===== config.mk =====
export PLATFORM = sky130hd
export DESIGN_NAME = si_inst_sequencer
export DESIGN_NICKNAME = d
export VERILOG_FILES = /design/src/rtl/si_seq_pkg.sv /design/src/rtl/si_inst_sequencer_issue_reg.sv /design/src/rtl/si_inst_sequencer.sv
export SDC_FILE = /design/constraint.sdc
export NUM_CORES = 1
export LEC_CHECK = 0
export ABC_AREA = 1
export BUFFER_PORTS_ARGS = -buffer_cell sky130_fd_sc_hd__buf_4
export CAP_MARGIN = 5
export CELL_PAD_IN_SITES_DETAIL_PLACEMENT = 0
export CELL_PAD_IN_SITES_GLOBAL_PLACEMENT = 1
export CORE_ASPECT_RATIO = 1.75
export CORE_MARGIN = 2
export CORE_UTILIZATION = 37
export CTS_CLUSTER_SIZE = 8
export DETAILED_ROUTE_END_ITERATION = 7
export GPL_TIMING_DRIVEN = 0
export PLACE_DENSITY = 0.79
export SYNTH_ARGS = -nofsm -noshare
export SYNTH_HDL_FRONTEND = slang
export SYNTH_HIERARCHICAL = 1
export SYNTH_SLANG_ARGS = --single-unit

===== constraint.sdc =====
create_clock -name clk -period 2.45 [get_ports clk]
set_input_delay 0.49 -clock clk [delete_from_list [all_inputs] [get_ports clk]]
set_output_delay 0.49 -clock clk [all_outputs]
set_load 0.1 [all_outputs]

===== src/rtl/si_seq_pkg.sv =====
// Shared types and constants for the symbolic instruction sequencer.
package si_seq_pkg;

   typedef enum logic [2:0] {
      ST_IDLE  = 3'd0,
      ST_FEED  = 3'd1,
      ST_DRAIN = 3'd2,
      ST_CHECK = 3'd3,
      ST_DONE  = 3'd4
   } si_seq_state_t;

   localparam logic [6:0]  OPC_NOP  = 7'b1111111;
   localparam logic [31:0] NOP_INST = 32'h0000_007F;

   // Any instruction carrying the all-ones opcode is a fetch bubble.
   function automatic logic is_nop(input logic [6:0] opcode);
      return opcode == OPC_NOP;
   endfunction

endpackage


===== src/rtl/si_inst_sequencer_issue_reg.sv =====
// Output register toward the fetch port: holds while stalled, loads a
// captured instruction or a NOP bubble otherwise.
module si_issue_reg
   import si_seq_pkg::*;
(
   input  logic        clk_i,
   input  logic        rst_ni,
   input  logic        flush_i,
   input  logic        load_i,
   input  logic        capture_i,
   input  logic [31:0] inst_i,
   output logic [31:0] inst_o,
   output logic        valid_o
);

   logic [31:0] inst_q, inst_d;
   logic        valid_q, valid_d;

   // Flush wins (outside FEED the port always shows a bubble); otherwise a
   // load either captures the input or inserts an uncounted bubble.
   always_comb begin
      inst_d  = inst_q;
      valid_d = valid_q;
      if (flush_i) begin
         inst_d  = NOP_INST;
         valid_d = 1'b0;
      end else if (load_i) begin
         inst_d  = capture_i ? inst_i : NOP_INST;
         valid_d = capture_i;
      end
   end

   // Output register state.
   always_ff @(posedge clk_i or negedge rst_ni) begin
      if (!rst_ni) begin
         inst_q  <= NOP_INST;
         valid_q <= 1'b0;
      end else begin
         inst_q  <= inst_d;
         valid_q <= valid_d;
      end
   end

   assign inst_o  = inst_q;
   assign valid_o = valid_q;

endmodule


===== src/rtl/si_inst_sequencer.sv =====
// Feeds a bounded stream of symbolic instructions into the core fetch port,
// drains with bubbles, then pulses the check enable once.
module si_inst_sequencer
   import si_seq_pkg::*;
#(
   parameter int N_INST       = 8,
   parameter int DRAIN_CYCLES = 16,
   parameter int CNT_W        = 8
) (
   input  logic             clk,
   input  logic             reset_x,
   input  logic             start,
   input  logic [31:0]      inst_in,
   input  logic             stall,
   output logic [31:0]      inst_out,
   output logic             inst_valid,
   output logic [CNT_W-1:0] issued_cnt,
   output logic             busy,
   output logic             check_en,
   output logic             done
);

   localparam logic [CNT_W-1:0] N_LIM      = CNT_W'(N_INST);
   localparam logic [CNT_W-1:0] DRAIN_LAST = CNT_W'(DRAIN_CYCLES - 1);

   si_seq_state_t    state_q, state_d;
   logic [CNT_W-1:0] issued_q, issued_d;
   logic [CNT_W-1:0] drain_q, drain_d;
   logic [CNT_W-1:0] next_cnt;
   logic             check_q, check_d;
   logic             done_q, done_d;
   logic             accept, load_en, capture, flush;
   logic             valid_w;
   logic [31:0]      inst_w;

   // Handshake: accept and reload share a cycle so issue runs one per clock.
   // Capture is refused once this accept reaches the bound, so the last
   // accepted instruction is followed only by bubbles.
   always_comb begin
      accept   = (state_q == ST_FEED) && valid_w && !stall;
      next_cnt = issued_q + {{(CNT_W-1){1'b0}}, accept};
      load_en  = (state_q == ST_FEED) && (!valid_w || !stall);
      capture  = !is_nop(inst_in[6:0]) && (next_cnt < N_LIM);
      flush    = (state_q != ST_FEED);
   end

   si_issue_reg u_issue (
      .clk_i     (clk),
      .rst_ni    (reset_x),
      .flush_i   (flush),
      .load_i    (load_en),
      .capture_i (capture),
      .inst_i    (inst_in),
      .inst_o    (inst_w),
      .valid_o   (valid_w)
   );

   // Run sequencing plus issue and drain counters.
   always_comb begin
      state_d  = state_q;
      issued_d = issued_q;
      drain_d  = drain_q;
      unique case (state_q)
         ST_IDLE: begin
            if (start) begin
               state_d  = ST_FEED;
               issued_d = '0;
            end
         end
         ST_FEED: begin
            issued_d = next_cnt;
            if (accept && (next_cnt == N_LIM)) begin
               state_d = ST_DRAIN;
               drain_d = '0;
            end
         end
         ST_DRAIN: begin
            if (drain_q == DRAIN_LAST) begin
               state_d = ST_CHECK;
               drain_d = '0;
            end else begin
               drain_d = drain_q + 1'b1;
            end
         end
         ST_CHECK: state_d = ST_DONE;
         ST_DONE:  state_d = ST_DONE;
         default:  state_d = ST_IDLE;
      endcase
      check_d = (state_d == ST_CHECK);
      done_d  = (state_d == ST_DONE);
   end

   // Sequencer state; check_en and done come straight from flops.
   always_ff @(posedge clk or negedge reset_x) begin
      if (!reset_x) begin
         state_q  <= ST_IDLE;
         issued_q <= '0;
         drain_q  <= '0;
         check_q  <= 1'b0;
         done_q   <= 1'b0;
      end else begin
         state_q  <= state_d;
         issued_q <= issued_d;
         drain_q  <= drain_d;
         check_q  <= check_d;
         done_q   <= done_d;
      end
   end

   assign inst_out   = inst_w;
   assign inst_valid = valid_w;
   assign issued_cnt = issued_q;
   assign busy       = (state_q == ST_FEED) || (state_q == ST_DRAIN);
   assign check_en   = check_q;
   assign done       = done_q;

endmodule

==> metrics, run 1 <==
status=finished clean; Arr. time, crit path=approximately 1800 ps; Seq. cell area=around 1400 µm²; # H-tree levels=2; die height=116.2 µm; cells on worst reg2reg path=16; Period Utilization, post-route=0.9138; ant diodes=0; Synth cell types=27; Syn. warnings=6; Worst-path clk slew=~70 ps; total grt overflow=0; crit-path max cell delay=approximately 380 ps; Post-Layout Inst Area=3578 µm²; Worst-Skew Late Latency=roughly 290 ps; Final Hold Vio Count=0; Post-Route Setup TNS=0 ps; Nets=around 450; fin util=0.5181; layout cell share with drive strength beyond 1=0.3195; number of fill cells=around 670; CP top delay family=buffers and inverters; Async SR Flop Fraction=1.000; CP max stage cell=dfrtp_1; setup ws final=211.1 ps; total number of vias=2399; port bufs=79; drc violations=0; Max Cap Viol=0; largest net degree at the start of global routing=55; CTS Root Cell=clkbuf_16; Leakage=just under 2 nW; number of synthesized flops with an enable pin=0; Design Power=about 1.6 mW; fmax=around 0.45 GHz; Max Clock Skew=4.386 ps; worst vdd ir=0.2993 mV; Routed WL per cell=roughly 14 µm; CTS Buf Count=5; Main synth FF type=dfrtp_1; initial antenna violation count=0; Final Hold Slack=between 200 and 250 ps; CTS tree=built; Die X=about 70 µm; Crit path buffers/inverters=3; Ports=80; placed cell areas=3367 µm²; area of the die=slightly below 8000 µm²; Post-Place Cells=about 480; dpl ws=-208.1 ps; post-DP HPWL=~5 mm; Rows=40; DRT iter0 DRCs=159; crit path launch type=flop; Avg Vias per Cell=4.856; Worst EP required=about 2000 ps; P per Cell Area=about 460 nW/µm²; Synth Instances=approximately 320; vias in the first global route=~2300; Least-Margin Pin Slew=slightly below 700 ps; Multi-input gate area=about 1100 µm²; sequential area share after synthesis=0.5108; Syn Nets=360; wirelength, routed=6.726 mm; kind of critical path=flop to primary output; floorplan core area=~7000 µm²; worst-path cell chain=buf_4 > nor3_4 > inv_1 > nand2_1 > buf_4; GPL Wtd Cong=slightly above 0.8; Crit. path cell count=5; worst hold path type=primary input to asynchronous set/reset pin; final std cells w/o fill=between 400 and 500; RSZ-0062 raised after global routing=no; Area growth syn-to-layout=34.40%; # setup viols final=0; crit-path max FO=13; clock sink total=between 50 and 60; syn_area_per_cell=just over 8 µm²; Syn Std Cell Area=2663 µm²; clock buffer depth=2; Routed Antenna Nets=0; TritonRoute pass-1 iters=4; min Tclk post-route=roughly 2200 ps; Yosys reg bits=54; Worst Setup End Kind=primary output; Slew headroom=0.5359; Initial Util=0.3855; CP dominant cell by count=buf_4; GRT Total Usage=0.1805; Pins Over Slew Limit=0; first-pass GRT wire length=10.89 mm
==> path summary, 6_finish.rpt <==
check	end	slack, ps	startpoint
max in group asynchronous	u_issue/valid_o	1670	reset_x
worst min register to register	u_issue/inst_o[4]	470	u_issue/inst_o[4]
worst max-delay path	busy	210	state_q[2]
min in group clk	u_issue/inst_o[13]	440	inst_in[13]
worst min-delay path	u_issue/inst_o[16]	230	reset_x
worst max register to register	u_issue/inst_o[6]	220	state_q[1]
==> cells by family after synthesis <==
kind of cell               share of synthesized area
AOI/OAI and AO/OA                            0.03054
xor gates and xnor gates                    0.009870
adders and majority gates                    0.01410
buffers and inverters                        0.08223
DFF                                           0.5108
and+or+nand+nor                               0.3524
==> cell type report <==
| cell class | count | share of cell area |
|---|---|---|
| Clock inverter | 2 | 0.002797 |
| Buffer | 14 | 0.03357 |
| Inverter | 32 | 0.03357 |
| Multi-Input combinational cell | 220 | 0.3108 |
| Sequential cell | 54 | 0.3818 |
| Clock buffer | 6 | 0.03601 |
| Timing Repair Buffer | 82 | 0.1720 |
| Tap cell | 84 | 0.02937 |
==> layout by cell type, fill, tap and decap left out, types with 2 or more instances in the layout <==
cell | synthesis | routed
clkbuf_16 | 0 | 5
nand4_1 | 28 | 28
o21ai_0 | 10 | 10
clkinv_2 | 0 | 2
buf_4 | 5 | 88
dfstp_2 | 7 | 7
inv_1 | 31 | 30
nor2_4 | 1 | 2
o21bai_1 | 2 | 2
nand3_1 | 28 | 28
buf_2 | 7 | 3
nand2_1 | 117 | 117
dfrtp_1 | 47 | 44
nand3_2 | 5 | 5
xor2_1 | 3 | 3
or2_2 | 2 | 2
dfrtp_2 | 0 | 2
nor2_1 | 12 | 11
nor2_2 | 2 | 2
buf_6 | 2 | 4
inv_2 | 1 | 2
==> repair_timing <==
| action | CTS | global route |
|---|---|---|
| setup endpoints to repair | 29 | 34 |
| pin swaps | 0 | 4 |
| hold buffers | 0 | 0 |
| cloned | 0 | 0 |
| gates resized for setup | 4 | 12 |
| buffers inserted | 0 | 3 |
==> synthesized netlist by cell type (3+ instances only) <==
library cell | instances | area (µm²)
buf_2 | 7 | 35.03
buf_4 | 5 | 37.54
dfrtp_1 | 47 | 1176
dfstp_2 | 7 | 183.9
ha_1 | 3 | 37.54
inv_1 | 31 | 116.4
nand2_1 | 117 | 439.2
nand3_1 | 28 | 140.1
nand3_2 | 5 | 50.05
nand4_1 | 28 | 175.2
nor2_1 | 12 | 45.04
o21ai_0 | 10 | 50.05
xor2_1 | 3 | 26.28
==> metal layers <==
| layer | track usage | vias to the layer above | wire length [µm] |
|---|---|---|---|
| li1 | - | 1217 | - |
| met1 | 0.2186 | 1108 | 2750 |
| met2 | 0.3087 | 63 | 3476 |
| met3 | 0.03565 | 11 | 366 |
| met4 | 0.06933 | 0 | 132 |
| met5 | 0 | - | 0 |
==> state kept, by name (all words and copies together) (netlist names) <==
register         cells
issued_cnt           8
u_issue/inst_o      32
state_q              3
u_issue/valid_o      1
check_en             1
done                 1
drain_q              8
==> where the power goes <==
group | switching (mW) | internal (mW) | total, mW
clock network | 0.310 | 0.376 | 0.686
registers | 0 | 0.892 | 0.892
logic | 0.0319 | 0.0371 | 0.0689
total | 0.342 | 1.30 | 1.65
No activity file was read; power rests on OpenSTA's default activity.
==> inputs of run 2 (changes only) <==
--- a/config.mk
+++ b/config.mk
@@ -17,6 +17,7 @@
 export DETAILED_ROUTE_END_ITERATION = 7
 export GPL_TIMING_DRIVEN = 0
 export PLACE_DENSITY = 0.79
+export SETUP_SLACK_MARGIN = 0.5
 export SYNTH_ARGS = -nofsm -noshare
 export SYNTH_HDL_FRONTEND = slang
 export SYNTH_HIERARCHICAL = 1
==> run 2 against run 1 <==
Compared with the run above:
- non-clock buffer count increased by 13
- worst setup slack gained 45 ps
- power rose by 4.2%
- global-route usage grew 0.61 points
- clock power is 9.9% higher
- critical path type is now flop to flop
- critical endpoint is now u_issue/inst_o[11]
- largest cell class unchanged
==> metrics, run 2 (synthesis gave the netlist of run 1 again) <==
status=finished clean; DRT iter0 DRCs=140; Crit path buffers/inverters=3; Post-Route Setup TNS=0 ps; Period Utilization, post-route=0.8954; vias in the first global route=2439; GRT Total Usage=0.1866; clock buffer depth=2; TritonRoute pass-1 iters=4; Worst R2R Setup Slack=between 200 and 300 ps; # H-tree levels=2; layout cell share with drive strength beyond 1=0.3892; Leakage=around 2.1 nW; initial antenna violation count=0; floorplan core area=6907 µm²; Worst EP required=around 2700 ps; R2R Path End=u_issue/inst_o[11]; kind of critical path=flop to flop; setup ws final=between 200 and 300 ps; commonest non-fill, non-tap cell in the layout=nand2_1; # setup viols final=0; final std cells w/o fill=a little over 500; largest net degree at the start of global routing=between 50 and 60; drc violations=0; crit path launch type=flop; Avg Vias per Cell=5.010; clock sink total=54; GPL Wtd Cong=0.8046; worst hold path type=primary input to asynchronous set/reset pin; Worst Setup End Kind=flop; GR Util met1=0.2001; Least-Margin Pin Slew=between 600 and 700 ps; die height=between 100 and 150 µm; reg2reg start=state_q[2]; Arr. time, crit path=about 2400 ps; crit-path max FO=5; Ports=80; dpl ws=5.374 ps; CTS Buf Count=5; worst-path cell chain=inv_2 > nand3_4 > nor2_4 > ha_4 > ha_4 > nand3_4 > o21ai_1 > nand2_1 > nor2_4 > nand2_2 > nor2_4 > buf_8 > buf_8 > nand4_1 > nand2_1; CTS Root Cell=clkbuf_16; max FFs per register=32; worst vdd ir=0.3317 mV; Slew headroom=0.5343; CP max stage cell=dfrtp_1; CP top delay family=simple AND/OR/NAND/NOR gates; CP dominant cell by count=nor2_4; area of the die=around 7900 µm²; total number of vias=about 2500; fmax=roughly 0.46 GHz; Post-Place Cells=484; CTS tree=built; wirelength, routed=between 7 and 8 mm; min Tclk post-route=2194 ps; Nets=between 400 and 500; Max Cap Viol=0; Final Hold Slack=about 240 ps; port bufs=79; commonest cells after routing, fill and taps aside=nand2_1 (113), buf_4 (94), dfrtp_1 (44), inv_1 (28), nand4_1 (28); total grt overflow=0; cells on worst reg2reg path=15; post-DP HPWL=approximately 5 mm; crit-path max cell delay=410 ps; Max Clock Skew=4.827 ps; Initial Util=0.3855; Die X=68.13 µm; Final Hold Vio Count=0; Worst-path clk slew=~70 ps; met2 GRT Util=0.3359; Most Crowded Layer GR=met2; RSZ-0062 raised after global routing=yes; P per Cell Area=~440 nW/µm²; Worst-Skew Late Latency=300 ps; first-pass GRT wire length=roughly 11 mm; ant diodes=0; Routed Antenna Nets=0; Area growth syn-to-layout=47.04%; Rows=40; Routed WL per cell=approximately 14 µm; grt met3 use=0.05299; Pins Over Slew Limit=0
==> run 2: cell type report <==
cell class	instances	area [µm²]
Inverter	32	120.1
Timing Repair Buffer	94	770.7
Tap cell	84	105.1
Multi-Input combinational cell	221	1242
Clock buffer	6	138.9
Clock inverter	2	16.27
Sequential cell	54	1366
Fill cell	657	2992
Buffer	15	155.1
==> run 2: where the power goes <==
part           internal, mW  switching [mW]  total [mW]
registers             0.891               0       0.891
clock network         0.411           0.342       0.754
logic                0.0386          0.0321      0.0708
total                  1.34           0.374        1.72
==> run 2: repair_timing <==
action | in CTS | in global routing
gates cloned | 1 | 4
endpoints found under the setup margin | 44 | 44
pin swaps | 8 | 13
gates resized for setup | 13 | 23
hold buffers | 0 | 0
buffers inserted | 8 | 3
==> run 2: stage by stage <==
stage,area [µm²],utilization,power (mW)
finish,3915,0.5668,1.716
global placement,3448,0.4993,0.9778
floorplan,2750,-,0.9137
global route,3915,0.5668,1.781
detailed placement,3448,0.4993,0.9781
CTS,3731,0.5402,1.736
==> run 2: worst max path at each step <==
| stage | start | endpoint | slack, ps | depth (start not counted) |
|---|---|---|---|---|
| floorplan | u_issue/valid_o | u_issue/inst_o[3] | 160 | 15 |
| global placement | stall | u_issue/inst_o[5] | -2 | 17 |
| detailed placement | stall | u_issue/inst_o[5] | 5 | 17 |
| CTS | state_q[2] | u_issue/inst_o[19] | 210 | 15 |
| global route | state_q[2] | state_q[0] | 110 | 15 |
| finish | state_q[2] | u_issue/inst_o[11] | 260 | 15 |
==> run 2: per-layer routing <==
layer  share of wire  routed length (µm)
met1            0.39                2839
met2            0.54                3942
met3           0.061                 451
met4           0.015                 107
met5               0                   0
==> run 2: worst reg2reg max path: stages, from the launching register on <==
cell and delay [ps]:
dfrtp_1 410, inv_2 100, nand3_4 90, nor2_4 140, ha_4 170, ha_4 150
nand3_4 70, o21ai_1 120, nand2_1 110, nor2_4 120, nand2_2 70, nor2_4 100
buf_8 160, buf_8 120, nand4_1 110, nand2_1 110
